`src/rtl/mux_scan_pkg.sv`:
```
// Shared types and constants for the mux scan sequencer.
package mux_scan_pkg;

  localparam int DATA_W_DEF = 4;
  localparam int SEL_W_DEF  = 3;
  localparam int NUM_CH     = 8;
  localparam int CNT_W      = 4;

  typedef enum logic [1:0] {
    ST_IDLE   = 2'd0,
    ST_SETTLE = 2'd1,
    ST_OUT    = 2'd2
  } state_t;

endpackage

```
`src/rtl/mux_next_ch.sv`:
```
// Channel picker: lowest enabled channel above the current one, and the
// lowest enabled channel overall, for a given channel mask.
module mux_next_ch
  import mux_scan_pkg::*;
#(
  parameter int SEL_W = SEL_W_DEF
) (
  input  logic [NUM_CH-1:0] mask,
  input  logic [SEL_W-1:0]  cur_ch,
  output logic [SEL_W-1:0]  next_ch,
  output logic              has_next,
  output logic [SEL_W-1:0]  first_ch
);

  // Scan from the top down so the last hit is the lowest qualifying channel.
  always_comb begin
    next_ch  = '0;
    has_next = 1'b0;
    first_ch = '0;
    for (int i = NUM_CH - 1; i >= 0; i--) begin
      if (mask[i]) begin
        first_ch = SEL_W'(i);
        if (i > int'(cur_ch)) begin
          next_ch  = SEL_W'(i);
          has_next = 1'b1;
        end
      end
    end
  end

endmodule

```
`src/rtl/mux_scan_ctrl.sv`:
```
// Mux scan sequencer: steps the mux select over the enabled channels,
// waits for the mux output to settle, captures it and offers it downstream.
//
//   state     | meaning
//   ----------+---------------------------------------------------------
//   ST_IDLE   | no sweep running; sel and out_* hold their last values
//   ST_SETTLE | sel stable, down-counter running to the capture cycle
//   ST_OUT    | out_valid high, sample held until out_ready
module mux_scan_ctrl
  import mux_scan_pkg::*;
#(
  parameter int DATA_W = DATA_W_DEF,
  parameter int SEL_W  = SEL_W_DEF,
  parameter int SETTLE = 2
) (
  input  logic              clk,
  input  logic              rst_n,
  input  logic              start,
  input  logic              continuous,
  input  logic              abort,
  input  logic [NUM_CH-1:0] ch_mask,
  output logic [SEL_W-1:0]  sel,
  input  logic [DATA_W-1:0] mux_y,
  output logic              out_valid,
  input  logic              out_ready,
  output logic [SEL_W-1:0]  out_ch,
  output logic [DATA_W-1:0] out_data,
  output logic              busy,
  output logic              done
);

  // Counter reaches zero in the last settle cycle, which is the capture cycle.
  localparam logic [CNT_W-1:0] CNT_LOAD = CNT_W'(SETTLE - 1);

  state_t              state_q, state_d;
  logic [CNT_W-1:0]    cnt_q, cnt_d;
  logic [NUM_CH-1:0]   mask_q, mask_d;
  logic [SEL_W-1:0]    sel_q, sel_d;
  logic [SEL_W-1:0]    out_ch_q, out_ch_d;
  logic [DATA_W-1:0]   out_data_q, out_data_d;
  logic                done_q, done_d;

  logic [NUM_CH-1:0]   pick_mask;
  logic [SEL_W-1:0]    next_ch;
  logic [SEL_W-1:0]    first_ch;
  logic                has_next;

  // In IDLE the picker looks at the live mask so the first channel is ready
  // on the accepting edge; during a sweep it only sees the latched copy.
  assign pick_mask = (state_q == ST_IDLE) ? ch_mask : mask_q;

  mux_next_ch #(
    .SEL_W (SEL_W)
  ) u_next_ch (
    .mask     (pick_mask),
    .cur_ch   (sel_q),
    .next_ch  (next_ch),
    .has_next (has_next),
    .first_ch (first_ch)
  );

  // Next-state, counter and capture logic.
  always_comb begin
    state_d    = state_q;
    cnt_d      = cnt_q;
    mask_d     = mask_q;
    sel_d      = sel_q;
    out_ch_d   = out_ch_q;
    out_data_d = out_data_q;
    done_d     = 1'b0;

    if (abort) begin
      state_d = ST_IDLE;
    end else begin
      case (state_q)
        ST_IDLE: begin
          if (start) begin
            if (ch_mask == '0) begin
              done_d = 1'b1;
            end else begin
              mask_d  = ch_mask;
              sel_d   = first_ch;
              cnt_d   = CNT_LOAD;
              state_d = ST_SETTLE;
            end
          end
        end
        ST_SETTLE: begin
          if (cnt_q == '0) begin
            out_ch_d   = sel_q;
            out_data_d = mux_y;
            state_d    = ST_OUT;
          end else begin
            cnt_d = cnt_q - 1'b1;
          end
        end
        ST_OUT: begin
          if (out_ready) begin
            if (has_next) begin
              sel_d   = next_ch;
              cnt_d   = CNT_LOAD;
              state_d = ST_SETTLE;
            end else begin
              done_d = 1'b1;
              if (continuous) begin
                sel_d   = first_ch;
                cnt_d   = CNT_LOAD;
                state_d = ST_SETTLE;
              end else begin
                state_d = ST_IDLE;
              end
            end
          end
        end
        default: state_d = ST_IDLE;
      endcase
    end
  end

  // State and output registers with synchronous active-low reset.
  always_ff @(posedge clk) begin
    if (!rst_n) begin
      state_q    <= ST_IDLE;
      cnt_q      <= '0;
      mask_q     <= '0;
      sel_q      <= '0;
      out_ch_q   <= '0;
      out_data_q <= '0;
      done_q     <= 1'b0;
    end else begin
      state_q    <= state_d;
      cnt_q      <= cnt_d;
      mask_q     <= mask_d;
      sel_q      <= sel_d;
      out_ch_q   <= out_ch_d;
      out_data_q <= out_data_d;
      done_q     <= done_d;
    end
  end

  assign sel       = sel_q;
  assign out_ch    = out_ch_q;
  assign out_data  = out_data_q;
  assign out_valid = (state_q == ST_OUT);
  assign busy      = (state_q != ST_IDLE);
  assign done      = done_q;

endmodule

```
`config.mk`:
```
export PLATFORM = sky130hd
export DESIGN_NAME = mux_scan_ctrl
export DESIGN_NICKNAME = d
export VERILOG_FILES = /design/src/rtl/mux_scan_pkg.sv /design/src/rtl/mux_next_ch.sv /design/src/rtl/mux_scan_ctrl.sv
export SDC_FILE = /design/constraint.sdc
export NUM_CORES = 1
export LEC_CHECK = 0
export ABC_CLOCK_PERIOD_IN_PS = 2310
export CAP_MARGIN = 20
export CORE_MARGIN = 2
export CORE_UTILIZATION = 46
export CTS_CLUSTER_DIAMETER = 60
export DETAILED_ROUTE_END_ITERATION = 7
export GPL_TIMING_DRIVEN = 0
export PLACE_DENSITY_LB_ADDON = 0.15
export SLEW_MARGIN = 20
export SYNTH_ARGS = -nofsm -noshare
export SYNTH_HDL_FRONTEND = slang
export SYNTH_SLANG_ARGS = --single-unit
```
`constraint.sdc`:
```
create_clock -name clk -period 2.31 [get_ports clk]
set_clock_uncertainty 0.05 [all_clocks]
set_input_delay 0.462 -clock clk [delete_from_list [all_inputs] [get_ports clk]]
set_output_delay 0.462 -clock clk [all_outputs]
set_load 0.01 [all_outputs]
```
# Word level (Yosys, flattened, before mapping)
# Cells that the tools add are included.
dict set report totals {
  ff_bits 25
  output_inout_bits 13
}
dict set report classes {
  add_sub_neg 1
  magnitude_cmp 7
  n_eq_ne 8
  mux 62
  n_bitwise 3
  reduce_logical 12
}
# operator n
set op_table {}
lappend op_table {{3-bit 2-to-1 mux} 27}
lappend op_table {{4-bit 2-to-1 mux} 6}
lappend op_table {{1-bit 2-to-1 mux} 20}
lappend op_table {{3-bit > comparator (first input constant)} 4}
lappend op_table {{4-bit one-hot mux with 3 select lines} 1}
lappend op_table {{8-bit zero test} 1}
lappend op_table {{2-bit 2-to-1 mux} 4}
lappend op_table {{8-bit 2-to-1 mux} 1}
lappend op_table {{2-bit inequality test (second input constant)} 4}
lappend op_table {{4-bit AND reduction} 2}
lappend op_table {{7-bit AND reduction} 1}
lappend op_table {{2-bit by 3-bit > comparator with 1-bit output (first input constant)} 2}
lappend op_table {{2-bit one-hot mux with 3 select lines} 1}
lappend op_table {{3-bit one-hot mux with 2 select lines} 1}
lappend op_table {{6-bit AND reduction} 1}
lappend op_table {{4-bit zero test} 1}
lappend op_table {{2-bit nonzero test} 2}
lappend op_table {{4-bit by 1-bit subtractor with 4-bit output (second input constant)} 1}
lappend op_table {{1-bit by 3-bit > comparator with 1-bit output (first input constant)} 1}
lappend op_table {{3-bit by 2-bit inequality test with 1-bit output (second input constant)} 1}
lappend op_table {{1-bit inverter} 3}
lappend op_table {{3-bit AND reduction} 1}
lappend op_table {{3-bit nonzero test} 1}
lappend op_table {{2-bit by 1-bit == test with 1-bit output (second input constant)} 1}
lappend op_table {{other kinds (5)} 5}

# Logic depth before layout (Yosys ltp)
dict set report depth {
  ltp_word 18
  depth_mapped 8
  ltp_nobuf 8
}

# Modules after synthesis
# A second synthesis with hierarchy kept.
dict set report hier_totals {
  hier_cells 164
  area_unflattened_um2 1462.7
}
# module n_inst cells_each area_each_um2
set modules_own_cells {}
lappend modules_own_cells {mux_scan_ctrl 1 126 1242.4}
lappend modules_own_cells {mux_next_ch 1 38 220.2}

# Least setup slack after synthesis
# Ideal clock, no wire load.
dict set report synth_path {
  path_type {input -> register}
  startpoint {input port ch_mask[6]}
  endpoint {register sel_q[1] (netlist: sel[1])}
  setup_time_ns 0.074
  arrival_time_ns 2.063
  required_time_ns 2.186
  path_slack_ns 0.123
  cell_stages 6
  cell_sequence {or3b_2 a22o_1 and4bb_4 and2_4 or4_1 a31oi_1}
}
dict set report synth_between {
  elab_chain_cells 15
}
# item line_no
set synth_lines {}
lappend synth_lines {{from (decl)} mux_scan_ctrl.sv:21} ;# input logic [NUM_CH-1:0] ch_mask,
lappend synth_lines {{8-bit 2-to-1 mux} mux_scan_ctrl.sv:50} ;# assign pick_mask = (state_q == ST_IDLE) ? ch_mask : mask_q;
lappend synth_lines {{3-bit 2-to-1 mux or 1-bit 2-to-1 mux (tied branches)} mux_next_ch.sv:21} ;# if (mask[i]) begin
lappend synth_lines {{3-bit 2-to-1 mux or 1-bit 2-to-1 mux (tied branches)} mux_next_ch.sv:23} ;# if (i > int'(cur_ch)) begin
lappend synth_lines {{3-bit 2-to-1 mux or 1-bit 2-to-1 mux (tied branches)} mux_next_ch.sv:21}
lappend synth_lines {{3-bit 2-to-1 mux or 1-bit 2-to-1 mux (tied branches)} mux_next_ch.sv:23}
lappend synth_lines {{3-bit 2-to-1 mux or 1-bit 2-to-1 mux (tied branches)} mux_next_ch.sv:21}
lappend synth_lines {{3-bit 2-to-1 mux or 1-bit 2-to-1 mux (tied branches)} mux_next_ch.sv:23}
lappend synth_lines {{3-bit 2-to-1 mux or 1-bit 2-to-1 mux (tied branches)} mux_next_ch.sv:21}
lappend synth_lines {{3-bit 2-to-1 mux or 1-bit 2-to-1 mux (tied branches)} mux_next_ch.sv:23}
lappend synth_lines {{3-bit 2-to-1 mux or 1-bit 2-to-1 mux (tied branches)} mux_next_ch.sv:21}
lappend synth_lines {{3-bit 2-to-1 mux or 1-bit 2-to-1 mux (tied branches)} mux_next_ch.sv:23}
lappend synth_lines {{3-bit 2-to-1 mux or 1-bit 2-to-1 mux (tied branches)} mux_next_ch.sv:21}
lappend synth_lines {{3-bit 2-to-1 mux} mux_scan_ctrl.sv:99} ;# if (has_next) begin
lappend synth_lines {{3-bit 2-to-1 mux} mux_scan_ctrl.sv:98} ;# if (out_ready) begin
lappend synth_lines {{3-bit one-hot mux with 2 select lines} mux_scan_ctrl.sv:75} ;# case (state_q)
lappend synth_lines {{to (signal assigned)} mux_scan_ctrl.sv:134} ;# sel_q <= sel_d;
lappend synth_lines {{to (decl)} mux_scan_ctrl.sv:38} ;# logic [SEL_W-1:0] sel_q, sel_d;
# Several ways; a longest one is shown, not always the timed one. The select of a mux whose other input is x is not followed.
# A chain may end at the register's enable or synchronous reset.

# Worst setup path in the final report
dict set report layout_path {
  startpoint {register state_q[0]}
  endpoint {register sel_q[1] (netlist: sel[1])}
}
dict set report layout_between {
  elab_chain_cells 18
}
# item line_no
set layout_lines {}
lappend layout_lines {{from (decl)} mux_scan_ctrl.sv:35} ;# state_t state_q, state_d;
lappend layout_lines {{from (signal assigned)} mux_scan_ctrl.sv:131} ;# state_q <= state_d;
lappend layout_lines {{2-bit zero test} {mux_scan_ctrl.sv:50, mux_scan_ctrl.sv:75}}
lappend layout_lines {{8-bit 2-to-1 mux} mux_scan_ctrl.sv:50}
lappend layout_lines {{3-bit 2-to-1 mux or 1-bit 2-to-1 mux (tied branches)} mux_next_ch.sv:21}
lappend layout_lines {{3-bit 2-to-1 mux or 1-bit 2-to-1 mux (tied branches)} mux_next_ch.sv:23}
lappend layout_lines {{3-bit 2-to-1 mux or 1-bit 2-to-1 mux (tied branches)} mux_next_ch.sv:21}
lappend layout_lines {{3-bit 2-to-1 mux or 1-bit 2-to-1 mux (tied branches)} mux_next_ch.sv:23}
lappend layout_lines {{3-bit 2-to-1 mux or 1-bit 2-to-1 mux (tied branches)} mux_next_ch.sv:21}
lappend layout_lines {{3-bit 2-to-1 mux or 1-bit 2-to-1 mux (tied branches)} mux_next_ch.sv:23}
lappend layout_lines {{(+2 left out)} --}
lappend layout_lines {{3-bit 2-to-1 mux or 1-bit 2-to-1 mux (tied branches)} mux_next_ch.sv:21}
lappend layout_lines {{3-bit 2-to-1 mux or 1-bit 2-to-1 mux (tied branches)} mux_next_ch.sv:23}
lappend layout_lines {{3-bit 2-to-1 mux or 1-bit 2-to-1 mux (tied branches)} mux_next_ch.sv:21}
lappend layout_lines {{3-bit 2-to-1 mux or 1-bit 2-to-1 mux (tied branches)} mux_next_ch.sv:23}
lappend layout_lines {{3-bit 2-to-1 mux or 1-bit 2-to-1 mux (tied branches)} mux_next_ch.sv:21}
lappend layout_lines {{3-bit 2-to-1 mux} mux_scan_ctrl.sv:99}
lappend layout_lines {{3-bit 2-to-1 mux} mux_scan_ctrl.sv:98}
lappend layout_lines {{3-bit one-hot mux with 2 select lines} mux_scan_ctrl.sv:75}
# Several ways; a longest one is shown, not always the timed one. The select of a mux whose other input is x is not followed.

==> metrics <==
Synth Area in Adders=1.565%; Num CTS Buffers=3; most frequent cells in the layout=clkdlybuf4s50_1, dfxtp_1, nor2b_1; R2R Setup Slk=0.03 ns; Vias/cell=5.809; Initial Utilization=47.92%; vias in the first global route=1536; async set-reset flop share out of synthesis=0%; synthesized area=1599 µm²; cell internal pwr=0.6396 mW; YS warnings=0; FF+latch count, synth=25; 1st-iter DRT viols=125; core footprint=3337 µm²; vias after detailed routing=1609; Critical Path Fanout Max=5; post-synthesis mux area share=9.468%; CP Class=reg -> reg; CTS tree=built; Row Count=21; maximum VDD drop=0.2596 mV; number of remaining DRC errors=0; Design Area, Final=2090 µm²; Flop pwr share=49.8%; RSZ-0062 raised after global routing=true; most common cell after layout, fill and taps aside=clkdlybuf4s50_1; Pins Over Slew Limit=0; main combinational cell family by area after synthesis=compound AO/OA/AOI/OAI gates; fill cell count=305; gpl congestion=0.8754; Area Overhead vs Synth=30.67%; Hold-fix buffers, CTS=0; setup violators final=0; Syn Inst Count=192; NetSw=0.2892 mW; number of synthesized flops with an enable pin=0; syn nets=212; Antenna Cells=0; I/O Pins=31; Worst Tran Pin Value=0.5759 ns; crit share post-route=98.70%; Die ar.=3964 µm²; initial antenna violation count=0; Clk pin slew, worst setup/hold paths=0.15 ns; Sink Count=25; global-route wire length before repair=7.189 mm; fraction of synthesized cell area in xor and xnor cells=0%; Routed WL=4.382 mm; final hold viol count=0; sequential share of the synthesized area=31.30%; simple logic cell fraction of the synthesized area=24.10%; clock power share=22.3%; max_cap viols=0; crit path capture type=flop; die height=62.96 µm; Port Buf Inserts=30; layout cell share with drive strength beyond 1=16.02%; DPL Wire Length=3.242 mm; GRT Util Overall=22.57%; Die W=62.96 µm; status=finished clean; Max-slew headroom=61.61%; post-synth cell types=49; H-tree lvl count=1; Switching Share=31.14%; Power Dens Cells=444.5 nW/µm²; Data arrival, critical path=2.49 ns; largest net degree at the start of global routing=15; static leakage=0.8478 nW; DRT Pass-1 Iters=4; CTS root buf=clkbuf_4; CP startpoint kind=flop; crit path time final=2.280 ns; Primary FF master, synth=dfxtp_1; Req. time, crit path=2.52 ns; Synth Area per Inst=8.328 µm²; complex-gate fraction of the synthesized area=28.09%; combinational power share=27.9%; clk buf depth=2; DP Area=1957 µm²; drt wl/cell=15.82 µm; HP Class=in -> reg; Fmax=438.6 MHz; Fin Hold WS=0.4154 ns; NumNets Final=252; worst-skew pair later-pin latency=0.33 ns; DRT antenna net count=0; GRT overflow=0
==> Yosys cell counts, types with 2 or more instances <==
cell type | number | share of area (%)
a31oi_1 | 5 | 2.0
o21ai_1 | 2 | 0.63
clkbuf_1 | 8 | 1.9
or3b_2 | 2 | 1.1
nand2b_1 | 5 | 2.0
mux2i_1 | 14 | 8.8
inv_1 | 10 | 2.3
or3b_1 | 2 | 1.1
ha_1 | 2 | 1.6
nor2_1 | 11 | 2.6
o32ai_1 | 2 | 1.1
a211oi_1 | 3 | 1.4
nor3_1 | 8 | 2.5
nor2b_1 | 19 | 7.4
or3_1 | 6 | 2.3
o21ai_0 | 14 | 4.4
o22ai_1 | 4 | 1.6
a21oi_1 | 12 | 3.8
nand3_1 | 3 | 0.94
o21bai_1 | 2 | 0.94
a211o_1 | 3 | 1.6
dfxtp_1 | 25 | 31
nand2_1 | 4 | 0.94
==> sequential cells by signal, summed over array words and instances, names as in the netlist <==
| signal | cells |
|---|---|
| cnt_q | 4 |
| done | 1 |
| mask_q | 8 |
| out_ch | 3 |
| out_data | 4 |
| sel | 3 |
| state_q | 2 |
==> worst paths after layout <==
kind              startpoint  depth (start not counted)         to
hold reg to reg     cnt_q[3]                          1   cnt_q[3]
setup reg to reg  state_q[0]                          6     sel[1]
hold / removal    ch_mask[1]                          3  mask_q[1]
setup / recovery  state_q[0]                          6     sel[1]
==> repair_timing <==
action / 4_1_cts / 5_1_grt
endpoints found under the hold margin: 0 / 0
gates resized for setup: 10 / 15
endpoints found under the setup margin: 7 / 5
pin swaps: 3 / 5
buffers inserted: 1 / 4
==> through the flow <==
| stage | TNS [ns] | worst slack (ns) | std cells | utilization (%) | power [mW] |
|---|---|---|---|---|---|
| after global placement | -3.942 | -0.5568 | 268 | 58.64 | 0.7003 |
| final | 0 | 0.02994 | 277 | 62.62 | 0.9288 |
| after detailed placement | -4.518 | -0.5825 | 268 | 58.64 | 0.7053 |
| after CTS | -0.008150 | -0.008150 | 273 | 60.33 | 0.9153 |
| after global routing | -0.04135 | -0.04135 | 277 | 62.62 | 0.9703 |
| after floorplan | 0 | 0.1233 | 192 | - | 0.6198 |
==> final cells by class <==
cell class | instances | area, µm² | share of cell area, %
inverters | 11 | 41.29 | 1.976
plain buffers | 10 | 52.55 | 2.515
flip-flops and latches | 25 | 508.0 | 24.31
clock inverters | 1 | 5.005 | 0.2395
clock buffers | 3 | 22.52 | 1.078
well taps | 46 | 57.56 | 2.754
repair buffers | 35 | 345.3 | 16.53
multi-input cells | 146 | 1057 | 50.60
==> cell families after synthesis <==
family / Yosys count
compound gates: 63
fa+ha+maj: 2
buf+inv: 21
flops: 25
mux: 15
simple gates: 66
==> routing by layer <==
layer  share of wire, %  global-route usage (%)
met2                 50                   40.03
met1                 43                   28.82
met4                1.2                   5.000
met5                  0                       0
met3                6.3                   3.063
==> power groups by stage <==
stage                     Clock (mW)  Sequential [mW]  Combinational, mW
after floorplan                    0            0.470              0.150
after global placement             0            0.472              0.229
final                          0.207            0.463              0.259
after CTS                      0.209            0.464              0.243
after detailed placement           0            0.472              0.233
after global routing           0.225            0.465              0.280
==> critical path: stages (launching register included) <==
cell and delay (ns):
dfxtp_4 0.40, or3b_4 0.42, a2111oi_4 0.42, a221oi_4 0.10
and2_4 0.17, or4_1 0.47, a31oi_1 0.18
Power figures use the tool's default switching activity.
==> patch 1 (config.mk and constraints unchanged) <==
The 3 states of `state_t` get a one-hot encoding in 3 bits.
--- a/src/rtl/mux_scan_pkg.sv
+++ b/src/rtl/mux_scan_pkg.sv
@@ -8,6 +8,6 @@
 
-  typedef enum logic [1:0] {
-    ST_IDLE   = 2'd0,
-    ST_SETTLE = 2'd1,
-    ST_OUT    = 2'd2
+  typedef enum logic [2:0] {
+    ST_IDLE   = 3'b001,
+    ST_SETTLE = 3'b010,
+    ST_OUT    = 3'b100
   } state_t;
Function: no difference found for any inputs over 4 cycles, from zero or initial values and one cycle with rst_n low; so few cycles prove little.
==> patch 1 against the original RTL <==
  * The flow now finishes with violations (negative setup slack)
  * Synthesized cell count rose by 9.9%
  * Worst setup slack worse by 0.069 ns
  * Count of clock-buffer cells in the layout is the same
  * Fmax fell by 2.9%
  * Non-clock buffer count rose by 7
  * Final area up 14%
  * Total power rose by 25%
  * Sequential cell count is 1 higher
  * Critical path depth rose by 2
  * Area after synthesis grew 5.6%
  * Clock power grew 25%
  * Via count is 3.0% higher
  * Wire length up 2.2%
  * Sequential share of layout area decreased by 2.2 points
  * Largest cell class unchanged
  * Highest routed layer unchanged
==> patch 1: results (changes against the original RTL) <==
Overall Global Routing Usage=0.224 (-0.00202); switching portion of total power=0.321 (+0.00989); Final #Nets=278 (+10%); first-pass GRT wire length=7350 um (+2.2%); Final WS setup=-0.0393 ns (-0.0692 ns); Hold Crit Depth=2 (-1); Slew Limit Headroom=0.686 (+0.0698); met2 WL=2020 um (-7.4%); worst slack at placement=-0.646 ns (-0.0639 ns); GPL Wtd Cong=0.861 (-1.7%); CP peak stage delay=0.38 ns (-0.09 ns); PD cells=487 nW/um^2 (+9.5%); Placeable Area=3610 um^2 (+8.1%); Setup violations, final=3 (+3); outcome=finished, violations left; Min Hold Slack=0.435 ns (+0.0198 ns); vias in the first global route=1612 (+4.9%); wl on met1=2130 um (+14%); Leak=0.888 nW (+4.7%); clk slew on worst S/H paths=0.09 ns (-0.06 ns); met1 usage=0.318 (+0.0297); fraction of area in multi-input gates=0.535 (+0.0292); Max IR drop VDD=0.283 mV (+9.0%); fraction of layout cells with a size suffix above 1=0.203 (+0.0430); failing checks=negative setup slack
-- patch 1: cell count changes after synthesis, moves of 4 or more --
cell and delta:
nand2_1 +14, nor2_1 +10, a21boi_0 +9, inv_1 -6, o31ai_1 +6, nor3b_1 +4
-- patch 1: critical path, delay by kind of cell (launching register included) --
kind	cells	cell delay [ns]
AOI/OAI and AO/OA	4	0.83
muxes	1	0.14
DFF	1	0.33
and+or+nand+nor	2	0.68
buffers and inverters	1	0.23
-- patch 1: how the worst max path moves through the flow --
| stage | startpoint | to | slack (ns) | cells past startpoint |
|---|---|---|---|---|
| final | sel[0]$_SDFFE_PN0P_ | cnt_q[3]$_SDFFE_PN0P_ | -0.04 | 8 |
| after global routing | state_q[2]$_SDFFE_PP0P_ | cnt_q[3]$_SDFFE_PN0P_ | -0.16 | 9 |
| after CTS | state_q[1]$_SDFFE_PP0P_ | cnt_q[3]$_SDFFE_PN0P_ | -0.03 | 9 |
| after detailed placement | ch_mask[7] | cnt_q[1]$_SDFFE_PN0P_ | -0.65 | 8 |
| after global placement | ch_mask[7] | cnt_q[1]$_SDFFE_PN0P_ | -0.57 | 8 |
| after floorplan | state_q[0]$_SDFFE_PP1P_ | cnt_q[1]$_SDFFE_PN0P_ | 0.07 | 8 |
-- patch 1: what timing repair did --
action | CTS | global route
setup endpoints to repair | 15 | 17
setup buffers | 6 | 7
pin swaps | 3 | 11
gates resized for setup | 25 | 25
-- patch 1: through the flow --
step	TNS, ns	instances	power [W]
2_1_floorplan	0	211	0.000710
3_3_place_gp	-7.23	289	0.000805
3_5_place_dp	-7.94	289	0.000806
4_1_cts	-0.0493	297	0.00111
5_1_grt	-0.731	304	0.00122
6_report	-0.0669	304	0.00116
==> patch 2 (config.mk and constraints unchanged) <==
Made on the original files. Set the package constant `CNT_W` to 3 (it was 4).
--- a/src/rtl/mux_scan_pkg.sv
+++ b/src/rtl/mux_scan_pkg.sv
@@ -6,3 +6,3 @@
   localparam int NUM_CH     = 8;
-  localparam int CNT_W      = 4;
+  localparam int CNT_W      = 3;
 
Formal check against the unedited RTL: same outputs for any inputs over 4 cycles, from zero or initial values and one cycle with rst_n low; that may be too few to reach the edited logic, so the function may still have changed.
==> patch 2 against the original RTL <==
  * Fmax rose by 0.62%
  * Worst setup slack improved by 0.014 ns
  * Utilization rose by 0.77 points
  * Final area fell by 0.36%
  * Sequential share of layout area fell by 0.99 points
  * Total power fell by 0.12%
  * Non-clock buffer count rose by 4
  * Sequential cell count fell by 1
  * Wire length fell by 2.1%
  * Area after synthesis fell by 2.8%
==> patch 2: results (changes against the original RTL) <==
pin count of the biggest net entering global routing=13 (-2); Worst-Margin Slew=0.541 ns (-0.0350 ns); sequential fraction of the synthesis area=0.309 (-0.00381); first-pass GRT wire length=7220 um (+0.39%); CP peak stage delay=0.61 ns (+0.14 ns); worst slack at placement=-0.553 ns (+0.0297 ns); Placed Instances=261 (-2.6%); Unique masters post-synth=54 (+10%); Stages on worst setup path=4 (-2); Final #Nets=249 (-1.2%); critical path fanouts, max=10 (+5); Layout fillers=291 (-4.6%); GPL Wtd Cong=0.893 (+2.0%); cell family with most CP delay=buffers and inverters; Synth top cells by count=nor2_1 (32), dfxtp_1 (24), mux2i_1 (16); FF-to-FF path depth=7 (+1); IO buf count=29 (-3.3%); outcome=finished, final reports clean; WL final=4290 um (-2.1%); Min Hold Slack=0.421 ns (+0.00547 ns); hpwl dp=3080 um (-5.1%); clk slew on worst S/H paths=0.13 ns (-0.02 ns); Hold Startpoint=ch_mask[4]; Max IR drop VDD=0.270 mV (+4.0%); fraction of layout cells with a size suffix above 1=0.163 (+0.00282); wire length per cell=15.7 um (-0.62%); worst min-delay path endpoint=mask_q[4]$_SDFFE_PN0P_; synthesized net count=206 (-2.8%)
==> patch 2: cell count changes in the layout (fill, tap and decap cells not counted), moves of 4 or more <==
cell	unedited run	this run
a21oi_1	11	6
buf_4	4	11
nand2_1	4	8
nor2_1	10	31
nor2b_1	19	1
nor3_1	8	3
o21ai_0	14	10
==> patch 2: metrics by stage <==
| step | total power, W | instance area [um^2] |
|---|---|---|
| after floorplan | 0.000617 | 1550 |
| after global placement | 0.000699 | 1900 |
| after detailed placement | 0.000704 | 1900 |
| after CTS | 0.000921 | 2040 |
| after global routing | 0.000980 | 2080 |
| final | 0.000928 | 2080 |
==> patch 2: layer usage <==
metal | vias up | routed length [um] | global-route usage
li1 | 766 | - | -
met1 | 738 | 1830 | 0.274
met2 | 46 | 2150 | 0.413
met3 | 11 | 213 | 0.0326
met4 | 0 | 97 | 0.0806
met5 | - | 0 | 0
==> patch 2: repair_timing <==
action                                  in CTS  in global routing
buffers inserted                             9                  1
hold buffers                                 0                  0
cloned                                       0                  0
endpoints found under the setup margin       7                 10
resized for setup                           17                 11
pin swaps                                    4                  3
==> patch 2: worst max path at each step <==
| stage | end | from | slack (ns) |
|---|---|---|---|
| floorplan | cnt_q[1]$_SDFFE_PN0P_ | ch_mask[1] | 0.14 |
| global placement | cnt_q[1]$_SDFFE_PN0P_ | ch_mask[6] | -0.52 |
| detailed placement | cnt_q[1]$_SDFFE_PN0P_ | ch_mask[1] | -0.55 |
| CTS | cnt_q[1]$_SDFFE_PN0P_ | ch_mask[4] | 0.002 |
| global route | busy | state_q[0]$_SDFFE_PP0P_ | -0.03 |
| finish | busy | state_q[0]$_SDFFE_PP0P_ | 0.04 |
==> patch 2: kinds of logic (layout without fill, tap and decap cells) <==
kind of cell,after synthesis,count (layout),share of synthesized area
DFF,24,24,0.309
AOI/OAI and AO/OA,52,52,0.265
adders and majority gates,2,2,0.0161
buffers and inverters,19,60,0.0556
muxes,17,17,0.113
and+or+nand+nor,72,72,0.242
==> patch 2: area by class of cell <==
type                    instances  share of cell area
multi-input cells             143               0.508
flip-flops and latches         24               0.233
repair buffers                 39               0.175
plain buffers                  10              0.0300
well taps                      46              0.0276
inverters                       8              0.0144
clock buffers                   3              0.0108
==> patch 2: tightest hold or removal path, delay by kind of cell <==
kind | cells | cell delay, ns
multiplexers | 1 | 0.08
AND/OR/NAND/NOR | 1 | 0.08
buffers and inverters | 1 | 0.13
==> patch 2: report_power, final <==
| group | switching [W] | leakage [nW] | total (W) | internal [W] |
|---|---|---|---|---|
| combinational | 0.000152 | 0.670 | 0.000297 | 0.000146 |
| clock | 0.000126 | 0.0138 | 0.000187 | 0.0000612 |
| sequential | 0.0000138 | 0.196 | 0.000443 | 0.000429 |
